$ cat config.mk
export PLATFORM = sky130hd
export DESIGN_NAME = sap1_sequencer_flat
export DESIGN_NICKNAME = d
export VERILOG_FILES = /design/src/rtl/sap1_pkg.sv /design/src/rtl/sap1_sequencer_if.sv /design/src/rtl/sap1_cw_rom.sv /design/src/rtl/sap1_sequencer.sv /design/src/flat_wrapper.sv
export SDC_FILE = /design/constraint.sdc
export NUM_CORES = 1
export LEC_CHECK = 0
export CORE_UTILIZATION = 40
export CTS_CLUSTER_SIZE = 16
export DETAILED_ROUTE_END_ITERATION = 12
export GPL_TIMING_DRIVEN = 0
export PLACE_DENSITY = 0.77
export SLEW_MARGIN = 20
export SYNTH_ARGS = -nofsm -noshare
export SYNTH_HDL_FRONTEND = slang
export SYNTH_SLANG_ARGS = --single-unit
$ cat constraint.sdc
create_clock -name clk -period 1.84 [get_ports clk]
set_input_delay 0.368 -clock clk [delete_from_list [all_inputs] [get_ports clk]]
set_output_delay 0.368 -clock clk [all_outputs]
set_load 0.02 [all_outputs]
$ cat src/rtl/sap1_pkg.sv
// Shared constants for the SAP-1 sequencer: opcodes, control-word bit positions,
// named control words and the one-hot T-state encoding.
package sap1_pkg;

   localparam logic [3:0] OP_LDA = 4'h0;
   localparam logic [3:0] OP_ADD = 4'h1;
   localparam logic [3:0] OP_SUB = 4'h2;
   localparam logic [3:0] OP_OUT = 4'hE;
   localparam logic [3:0] OP_HLT = 4'hF;

   // Bit positions in cntrl_bus; _N marks active-low strobes
   localparam int CW_CP   = 11;
   localparam int CW_EP   = 10;
   localparam int CW_LM_N = 9;
   localparam int CW_CE_N = 8;
   localparam int CW_LI_N = 7;
   localparam int CW_EI_N = 6;
   localparam int CW_LA_N = 5;
   localparam int CW_EA   = 4;
   localparam int CW_SU   = 3;
   localparam int CW_EU   = 2;
   localparam int CW_LB_N = 1;
   localparam int CW_LO_N = 0;

   localparam logic [11:0] CW_NOP    = 12'h3E3;
   localparam logic [11:0] CW_T1     = 12'h5E3;  // Ep, ~Lm
   localparam logic [11:0] CW_T2     = 12'hBE3;  // Cp
   localparam logic [11:0] CW_T3     = 12'h263;  // ~CE, ~Li
   localparam logic [11:0] CW_MAR_IR = 12'h1A3;  // ~Lm, ~Ei
   localparam logic [11:0] CW_LDA_T5 = 12'h2C3;  // ~CE, ~La
   localparam logic [11:0] CW_ALU_T5 = 12'h2E1;  // ~CE, ~Lb
   localparam logic [11:0] CW_ADD_T6 = 12'h3C7;  // ~La, Eu
   localparam logic [11:0] CW_SUB_T6 = 12'h3CF;  // ~La, Su, Eu
   localparam logic [11:0] CW_OUT_T4 = 12'h3F2;  // Ea, ~Lo

   typedef enum logic [5:0] {
      T1 = 6'b000001,
      T2 = 6'b000010,
      T3 = 6'b000100,
      T4 = 6'b001000,
      T5 = 6'b010000,
      T6 = 6'b100000
   } tstate_e;

endpackage

$ cat src/rtl/sap1_sequencer_if.sv
// Opcode/run/step inputs and control-word/status outputs of the sequencer.
interface sap1_sequencer_if;
   logic [3:0]  opcode;
   logic        run;
   logic        step;
   logic [11:0] cntrl_bus;
   logic [5:0]  tstate;
   logic        halted;
   logic        step_ack;

   modport master (output opcode, run, step,
                   input  cntrl_bus, tstate, halted, step_ack);
   modport slave  (input  opcode, run, step,
                   output cntrl_bus, tstate, halted, step_ack);
endinterface

$ cat src/rtl/sap1_cw_rom.sv
// Combinational control-word table: (T-state, opcode) -> 12-bit control word.
module sap1_cw_rom
   import sap1_pkg::*;
(
   input  tstate_e     tstate,
   input  logic [3:0]  opcode,
   output logic [11:0] word
);

   always_comb begin
      word = CW_NOP;
      case (tstate)
         T1: word = CW_T1;
         T2: word = CW_T2;
         T3: word = CW_T3;
         T4: begin
            case (opcode)
               OP_LDA, OP_ADD, OP_SUB: word = CW_MAR_IR;
               OP_OUT:                 word = CW_OUT_T4;
               default:                word = CW_NOP;
            endcase
         end
         T5: begin
            case (opcode)
               OP_LDA:         word = CW_LDA_T5;
               OP_ADD, OP_SUB: word = CW_ALU_T5;
               default:        word = CW_NOP;
            endcase
         end
         T6: begin
            case (opcode)
               OP_ADD:  word = CW_ADD_T6;
               OP_SUB:  word = CW_SUB_T6;
               default: word = CW_NOP;
            endcase
         end
         default: word = CW_NOP;
      endcase
   end

endmodule

$ cat src/rtl/sap1_sequencer.sv
// SAP-1 run/step/halt sequencer: T-state ring, opcode latch, step edge detect
// and halt latch; the control word is gated by the advance condition.
module sap1_sequencer
   import sap1_pkg::*;
#(
   parameter bit EARLY_END = 1'b1
) (
   input logic             clk,
   input logic             clr,
   sap1_sequencer_if.slave sq
);

   tstate_e     state, state_nxt;
   logic [3:0]  op_q, op_sel;
   logic        step_d, halted_q, step_ack_q;
   logic        adv, halt_hit, end_now;
   logic [11:0] rom_word;

   // T4 decodes the live opcode; later states use the copy latched at T4
   assign op_sel = (state == T4) ? sq.opcode : op_q;
   assign adv    = !halted_q && (sq.run || (sq.step && !step_d));

   sap1_cw_rom u_rom (
      .tstate (state),
      .opcode (op_sel),
      .word   (rom_word)
   );

   always_ff @(posedge clk or posedge clr) begin
      if (clr) state <= T1;
      else     state <= state_nxt;
   end

   always_comb begin
      state_nxt = state;
      halt_hit  = 1'b0;
      end_now   = 1'b0;
      if (EARLY_END) begin
         case (state)
            T4:      end_now = !(op_sel inside {OP_LDA, OP_ADD, OP_SUB});
            T5:      end_now = (op_sel == OP_LDA);
            default: end_now = 1'b0;
         endcase
      end
      if (adv) begin
         case (state)
            T1: state_nxt = T2;
            T2: state_nxt = T3;
            T3: state_nxt = T4;
            T4: begin
               // HLT parks the ring on T4 so the halted display reads T4
               halt_hit  = (op_sel == OP_HLT);
               state_nxt = halt_hit ? T4 : (end_now ? T1 : T5);
            end
            T5:      state_nxt = end_now ? T1 : T6;
            default: state_nxt = T1;
         endcase
      end
   end

   always_ff @(posedge clk or posedge clr) begin
      if (clr) begin
         op_q       <= 4'h0;
         step_d     <= 1'b0;
         halted_q   <= 1'b0;
         step_ack_q <= 1'b0;
      end else begin
         step_d     <= sq.step;
         step_ack_q <= adv && !sq.run;
         if (adv && state == T4) op_q <= sq.opcode;
         if (halt_hit)            halted_q <= 1'b1;
      end
   end

   assign sq.cntrl_bus = (clr || !adv) ? CW_NOP : rom_word;
   assign sq.tstate    = state;
   assign sq.halted    = halted_q;
   assign sq.step_ack  = step_ack_q;

endmodule

$ cat src/flat_wrapper.sv
// flat-port wrapper written by rule: the top's interface ports become plain ports
module sap1_sequencer_flat import sap1_pkg::*;
#(
   parameter bit EARLY_END = 1'b1
)
  (clk, clr, sq_opcode, sq_run, sq_step, sq_cntrl_bus, sq_tstate, sq_halted, sq_step_ack);
  sap1_sequencer_if sq_i ();
  input logic clk;
  input logic clr;
  input wire logic [$bits(sq_i.opcode)-1:0] sq_opcode;
  input wire logic [$bits(sq_i.run)-1:0] sq_run;
  input wire logic [$bits(sq_i.step)-1:0] sq_step;
  output wire logic [$bits(sq_i.cntrl_bus)-1:0] sq_cntrl_bus;
  output wire logic [$bits(sq_i.tstate)-1:0] sq_tstate;
  output wire logic [$bits(sq_i.halted)-1:0] sq_halted;
  output wire logic [$bits(sq_i.step_ack)-1:0] sq_step_ack;
  assign sq_i.opcode = sq_opcode;
  assign sq_i.run = sq_run;
  assign sq_i.step = sq_step;
  assign sq_cntrl_bus = sq_i.cntrl_bus;
  assign sq_tstate = sq_i.tstate;
  assign sq_halted = sq_i.halted;
  assign sq_step_ack = sq_i.step_ack;
  sap1_sequencer #(.EARLY_END(EARLY_END)) u_core (.clk(clk), .clr(clr), .sq(sq_i));
endmodule
== Word level (Yosys, flattened, before mapping) ==
Cells that the tools add are included.

* Register bits: 13
* Output and inout port bits: 20
* Word-level logic and storage cells: 43

* Muxes and demuxes: 13
* Reductions and logical operators: 15
* Equal/unequal tests: 10

{| class="wikitable"
|+ Operators with widths
! kind !! number
|-
| case mux 12 bit (6 select lines) || 1
|-
| case mux 6 bit (5 select lines) || 1
|-
| case mux 10 bit (2 select lines) || 1
|-
| case mux 9 bit (2 select lines) || 1
|-
| 2-to-1 mux 12 bit || 1
|-
| 2-to-1 mux 6 bit || 2
|-
| case mux 6 bit (2 select lines) || 1
|-
| == test 4 bit, second input constant || 2
|-
| == test 6 x 1 -> 1 bit, second input constant || 1
|-
| == test 6 x 2 -> 1 bit, second input constant || 1
|-
| == test 6 x 3 -> 1 bit, second input constant || 1
|-
| == test 6 x 4 -> 1 bit, second input constant || 1
|-
| == test 6 x 5 -> 1 bit, second input constant || 1
|-
| == test 6 bit, second input constant || 1
|-
| zero test 1 bit || 5
|-
| 2-to-1 mux 5 bit || 1
|-
| == test 4 x 1 -> 1 bit, second input constant || 1
|-
| == test 4 x 2 -> 1 bit, second input constant || 1
|-
| logical AND 1 bit || 4
|-
| zero test 4 bit || 1
|-
| 2-to-1 mux 4 bit || 1
|-
| nonzero test 3 bit || 1
|-
| OR reduction 3 bit || 1
|-
| logical OR 1 bit || 2
|-
| 3 further kinds || 4
|}

== Logic depth before layout (Yosys ltp) ==
* Depth in word-level cells: 9
* Depth in mapped cells: 7

== Hierarchy ==
From an unflattened synthesis, not the netlist that was laid out.

* Cells, all modules: 116
* Area total of the unflattened synthesis: 1058.5 µm²

{| class="wikitable"
|+ By module, submodules not included
! module !! instances !! area an instance (µm²) !! cells each !! sequential area each (µm²)
|-
| sap1_sequencer || 1 || 830.8 || 83 || 326.6
|-
| sap1_cw_rom || 1 || 227.7 || 33 || 0.0
|}

== Worst setup path before layout ==
No wires, ideal clock.

* Kind: register -> output
* Start point: register u_core.state[0], in the netlist u_core.sq.tstate[0]
* End point: output port sq_cntrl_bus[2]
* Cell stages (with the launch flop): 8
* Data required time: 1.472 ns
* Arrival time: 1.945 ns
* Slack: -0.473 ns
* Cell sequence: dfstp_2 > buf_4 > nor2_8 > nand4b_4 > buf_2 > nor3b_1 > o211ai_1 > a211oi_1

* Word-level cells in the longest chain between the ends: 6

{| class="wikitable"
|+ Ends and longest elaborated chain
! what !! RTL line !! source
|-
| from (decl) || sap1_sequencer.sv:13 || <nowiki>tstate_e state, state_nxt;</nowiki>
|-
| from (signal assigned) || sap1_sequencer.sv:31 || <nowiki>else state <= state_nxt;</nowiki>
|-
| == test 6 x 4 -> 1 bit || sap1_cw_rom.sv:12, sap1_sequencer.sv:20 ||
|-
| 2-to-1 mux 4 bit || sap1_sequencer.sv:20 || <nowiki>assign op_sel = (state == T4) ? sq.opcode : op_q;</nowiki>
|-
| == test 4 x 2 -> 1 bit or == test 4 x 1 -> 1 bit (tied branches) || sap1_cw_rom.sv:31 || <nowiki>case (opcode)</nowiki>
|-
| case mux 6 bit (2 select lines) || sap1_cw_rom.sv:31 ||
|-
| case mux 12 bit (6 select lines) (*) || sap1_cw_rom.sv:12 || <nowiki>case (tstate)</nowiki>
|-
| 2-to-1 mux 12 bit (*) || sap1_sequencer.sv:75 || <nowiki>assign sq.cntrl_bus = (clr || !adv) ? CW_NOP : rom_word;</nowiki>
|-
| to (decl) || flat_wrapper.sv:13 || <nowiki>output wire logic [$bits(sq_i.cntrl_bus)-1:0] sq_cntrl_bus;</nowiki>
|}

Mark *: on every way between the ends. The rest lies on a longest branch, timed or not.

== Worst setup path in the final report ==
* Start point: register u_core.state[2], in the netlist u_core.sq.tstate[2]
* End point: output port sq_cntrl_bus[3]

Same word-level chain as after synthesis.

==> reports/metrics.csv <==
stage;metric;value;unit
run_status;status;finished, violations left;
run_status;failing checks;setup timing;
synth;largest cells by area after synthesis;dfrtp_1 31%, mux2_2 5.8%, nor2_1 5.4%;
setup_path;crit path cell chain;nor2_4 -> nand4b_4 -> buf_6 -> buf_6 -> nor3b_2 -> o211ai_1 -> buf_4 -> nor2_2 -> buf_6;
clocking;clock sinks;13;
synth;syn avg cell area;8.691;µm²
setup_path;Crit path top cell by count;buf_6;
synth;largest family of logic cells by synthesized area;simple AND/OR/NAND/NOR gates;
finish;ant diodes;0;
route;drt total wl;3.130;mm
route;Detail Route met2 WL;1.588;mm
synth;Async SR Flop Fraction;100.0;%
route;Routed Antenna Nets;0;
synth;Simple-Gate Fraction of Synth Area;32.39;%
synth;most common cell in the netlist;nor2_1;
route;routed wl met3;174;µm
placement;pre-CTS WS;-1170;ps
placement;HPWL Detailed;1.826;mm
floorplanning;Starting Density;43.17;%
setup_path;critical path arrival;2000;ps
setup_path;Req. time, crit path;1470;ps
synth;Seq/Total Area, Yosys;33.55;%
global_routing;gr ovfl total;0;
synth;Syn Std Cell Area;973.4;µm²
placement;GP Congestion;0.8547;
floorplanning;Core ar.;2255;µm²
setup_path;Worst setup EP type;primary output;
global_routing;largest net degree at the start of global routing;14;
run;Max Cap Viol;0;
synth;Yosys cell types;43;
synth;EDFF count, synth;0;
floorplanning;total I/O pin count;28;
synth;YS warnings;0;
synth;Synth top area share;30.85;%
finish;layout cells sized above 1;48.78;%
setup_path;crit-path max cell delay;450;ps
synth;Syn Nets;120;
finish;P&R area growth vs syn;64.65;%
route;Via-to-Cell Ratio;5.776;
pwr;Pleak;0.7358;nW
floorplanning;die width;51.33;µm
finish;Final #Nets;173;
synth;xor/xnor share of the synthesized area;3.599;%
finish;Design Area, Final;1603;µm²
global_routing;initial antenna violation count;0;
synth;leading area contributor after synthesis;dfrtp_1;
global_routing;vias in the first global route;1124;
sta;RSZ-0062 raised after global routing;yes;
global_routing;first-pass GRT wire length;4.823;mm
route;DR pass1 iterations;4;
clocking;clk root buf;clkbuf_4;
clocking;H-Tree Depth;1;
sta;Max-slew headroom;69.17;%
route;top layer in use;met4;
floorplanning;row count;17;
clocking;Num CTS Buffers;3;
synth;multiplexer share of the synthesized area;8.869;%
route;Vias;1109;
synth;Post-Synth Adder-Cell Area;0;%
floorplanning;Die Y;51.33;µm
route;DR WL/cell;16.30;µm
clocking;CTS max path bufs;2;
pwr;peak supply drop;0.3059;mV
placement;Placed Area;1300;µm²
placement;port buffer count;27;
route;Starting DRT DRC Count;42;
clocking;Clock transition at path regs;90;ps
global_routing;GRT Resource Usage Total;25.42;%
floorplanning;die area;2635;µm²
sta;worst-margin pin slew;458.6;ps
pwr;PD cells;324.5;nW/µm²
route;met1 WL;1.155;mm
clocking;hold buffers post-CTS;0;
sta;Final Cycle Share;128.4;%
setup_path;worst reg-to-reg setup slack;110;ps
setup_path;Setup CP Type;flip-flop to primary output;
sta;Final WS setup;-523.2;ps
route;drt drc;0;
sta;hold_ws;328.1;ps
synth;post-synthesis compound-gate area fraction;13.88;%
setup_path;element type at the critical path start;flip-flop;
sta;Fin. Hold Viols;0;
sta;Final setup viols;12;
synth;Post-Syn Instances;112;
sta;final slew viol count;0;
synth;ys flop type;dfrtp_1;
clocking;clk_lat worst skew;290;ps
clocking;CTS tree;done;
min_path;hold crit path type;input port to flip-flop;
sta;Max Clock Skew;9.327;ps
finish;Final Util;71.09;%
setup_path;Critical-path top delay cell;dfrtp_2;
sta;Max Fclk;0.4232;GHz
synth;Post-synth top cells;14 x nor2_1, 12 x dfrtp_1, 8 x nand2_1, 7 x o21ai_0, 6 x inv_1;
setup_path;CP Max Fanout;5;
sta;Final Critical Period;2363;ps
synth;Synth Register Bits;13;
cell type report:
cell class / count / area, µm²
buffer: 5 / 45.04
inverter: 7 / 32.53
multi-input combinational: 85 / 704.4
sequential: 13 / 330.3
clock buffer: 3 / 22.52
timing repair buffer: 50 / 427.9
clock inverter: 1 / 5.005
tap: 28 / 35.03
fill: 179 / 651.9
per-stage QoR:
step | cells | TNS (ps) | power (W)
final | 192 | -4395 | 0.0005201
after global routing | 192 | -5250 | 0.0005403
after CTS | 187 | -4081 | 0.0005180
after detailed placement | 167 | -12710 | 0.0003317
after global placement | 167 | -12420 | 0.0003309
after floorplan | 112 | -1216 | 0.0003062
critical path: cells and delay by family (launching register included):
family / cells / cell delay, ps
and+or+nand+nor: 4 / 440
buffers and inverters: 4 / 550
AOI/OAI and AO/OA: 1 / 260
DFF: 1 / 450
sequential cells by signal (all words and copies together) (netlist names):
register	cells
u_core.sq.halted	1
u_core.sq.tstate	6
u_core.sq.step_ack	1
u_core.op_q	4
u_core.step_d	1
per-layer routing:
layer	track usage, %	up-vias
li1	-	502
met3	5.357	24
met5	0	-
met4	19.37	0
met2	43.86	58
met1	26.79	525
report_power, final:
| part | switching, W | internal, W | total [W] |
|---|---|---|---|
| sequential | 0.000000935 | 0.000287 | 0.000288 |
| clock | 0.000104 | 0.0000808 | 0.000185 |
| combinational | 0.0000279 | 0.0000196 | 0.0000475 |
final timing paths:
kind	to	cells past startpoint	startpoint
worst max-delay path	sq_cntrl_bus[3]	9	u_core.sq.tstate[2]
worst min-delay path	u_core.step_d	1	sq_step
worst max register to register	u_core.sq.tstate[0]	8	u_core.sq.tstate[4]
worst min register to register	u_core.sq.halted	2	u_core.sq.halted
max in group asynchronous	u_core.sq.tstate[0]	3	clr
min in group asynchronous	u_core.step_d	3	clr
cells by family after synthesis:
kind of cell / after synthesis
DFF: 13
buffers and inverters: 14
muxes: 8
AOI/OAI and AO/OA: 21
xor gates and xnor gates: 4
and+or+nand+nor: 52
placed cells by master, fill, tap and decap left out, types with 3 or more instances in the layout:
cell type / synthesis / layout
dfrtp_1: 12 / 9
mux2_2: 5 / 5
inv_1: 6 / 5
nand3_1: 3 / 3
nor2_1: 14 / 12
buf_4: 1 / 23
nand2_1: 8 / 7
nor2b_1: 5 / 3
dfrtp_2: 0 / 3
dlymetal6s2s_1: 0 / 3
clkdlybuf4s50_1: 0 / 7
clkbuf_4: 0 / 4
dlygate4sd2_1: 0 / 5
buf_2: 3 / 5
buf_6: 2 / 9
o21ai_0: 7 / 5
what timing repair did:
item                                   in CTS  in global routing
gates resized for setup                    85                 17
setup buffers                              17                  7
endpoints found under the hold margin       0                  0
setup endpoints to repair                  13                 16
pin swaps                                   7                  7
Note: power is estimated with default switching activity, not from simulation.
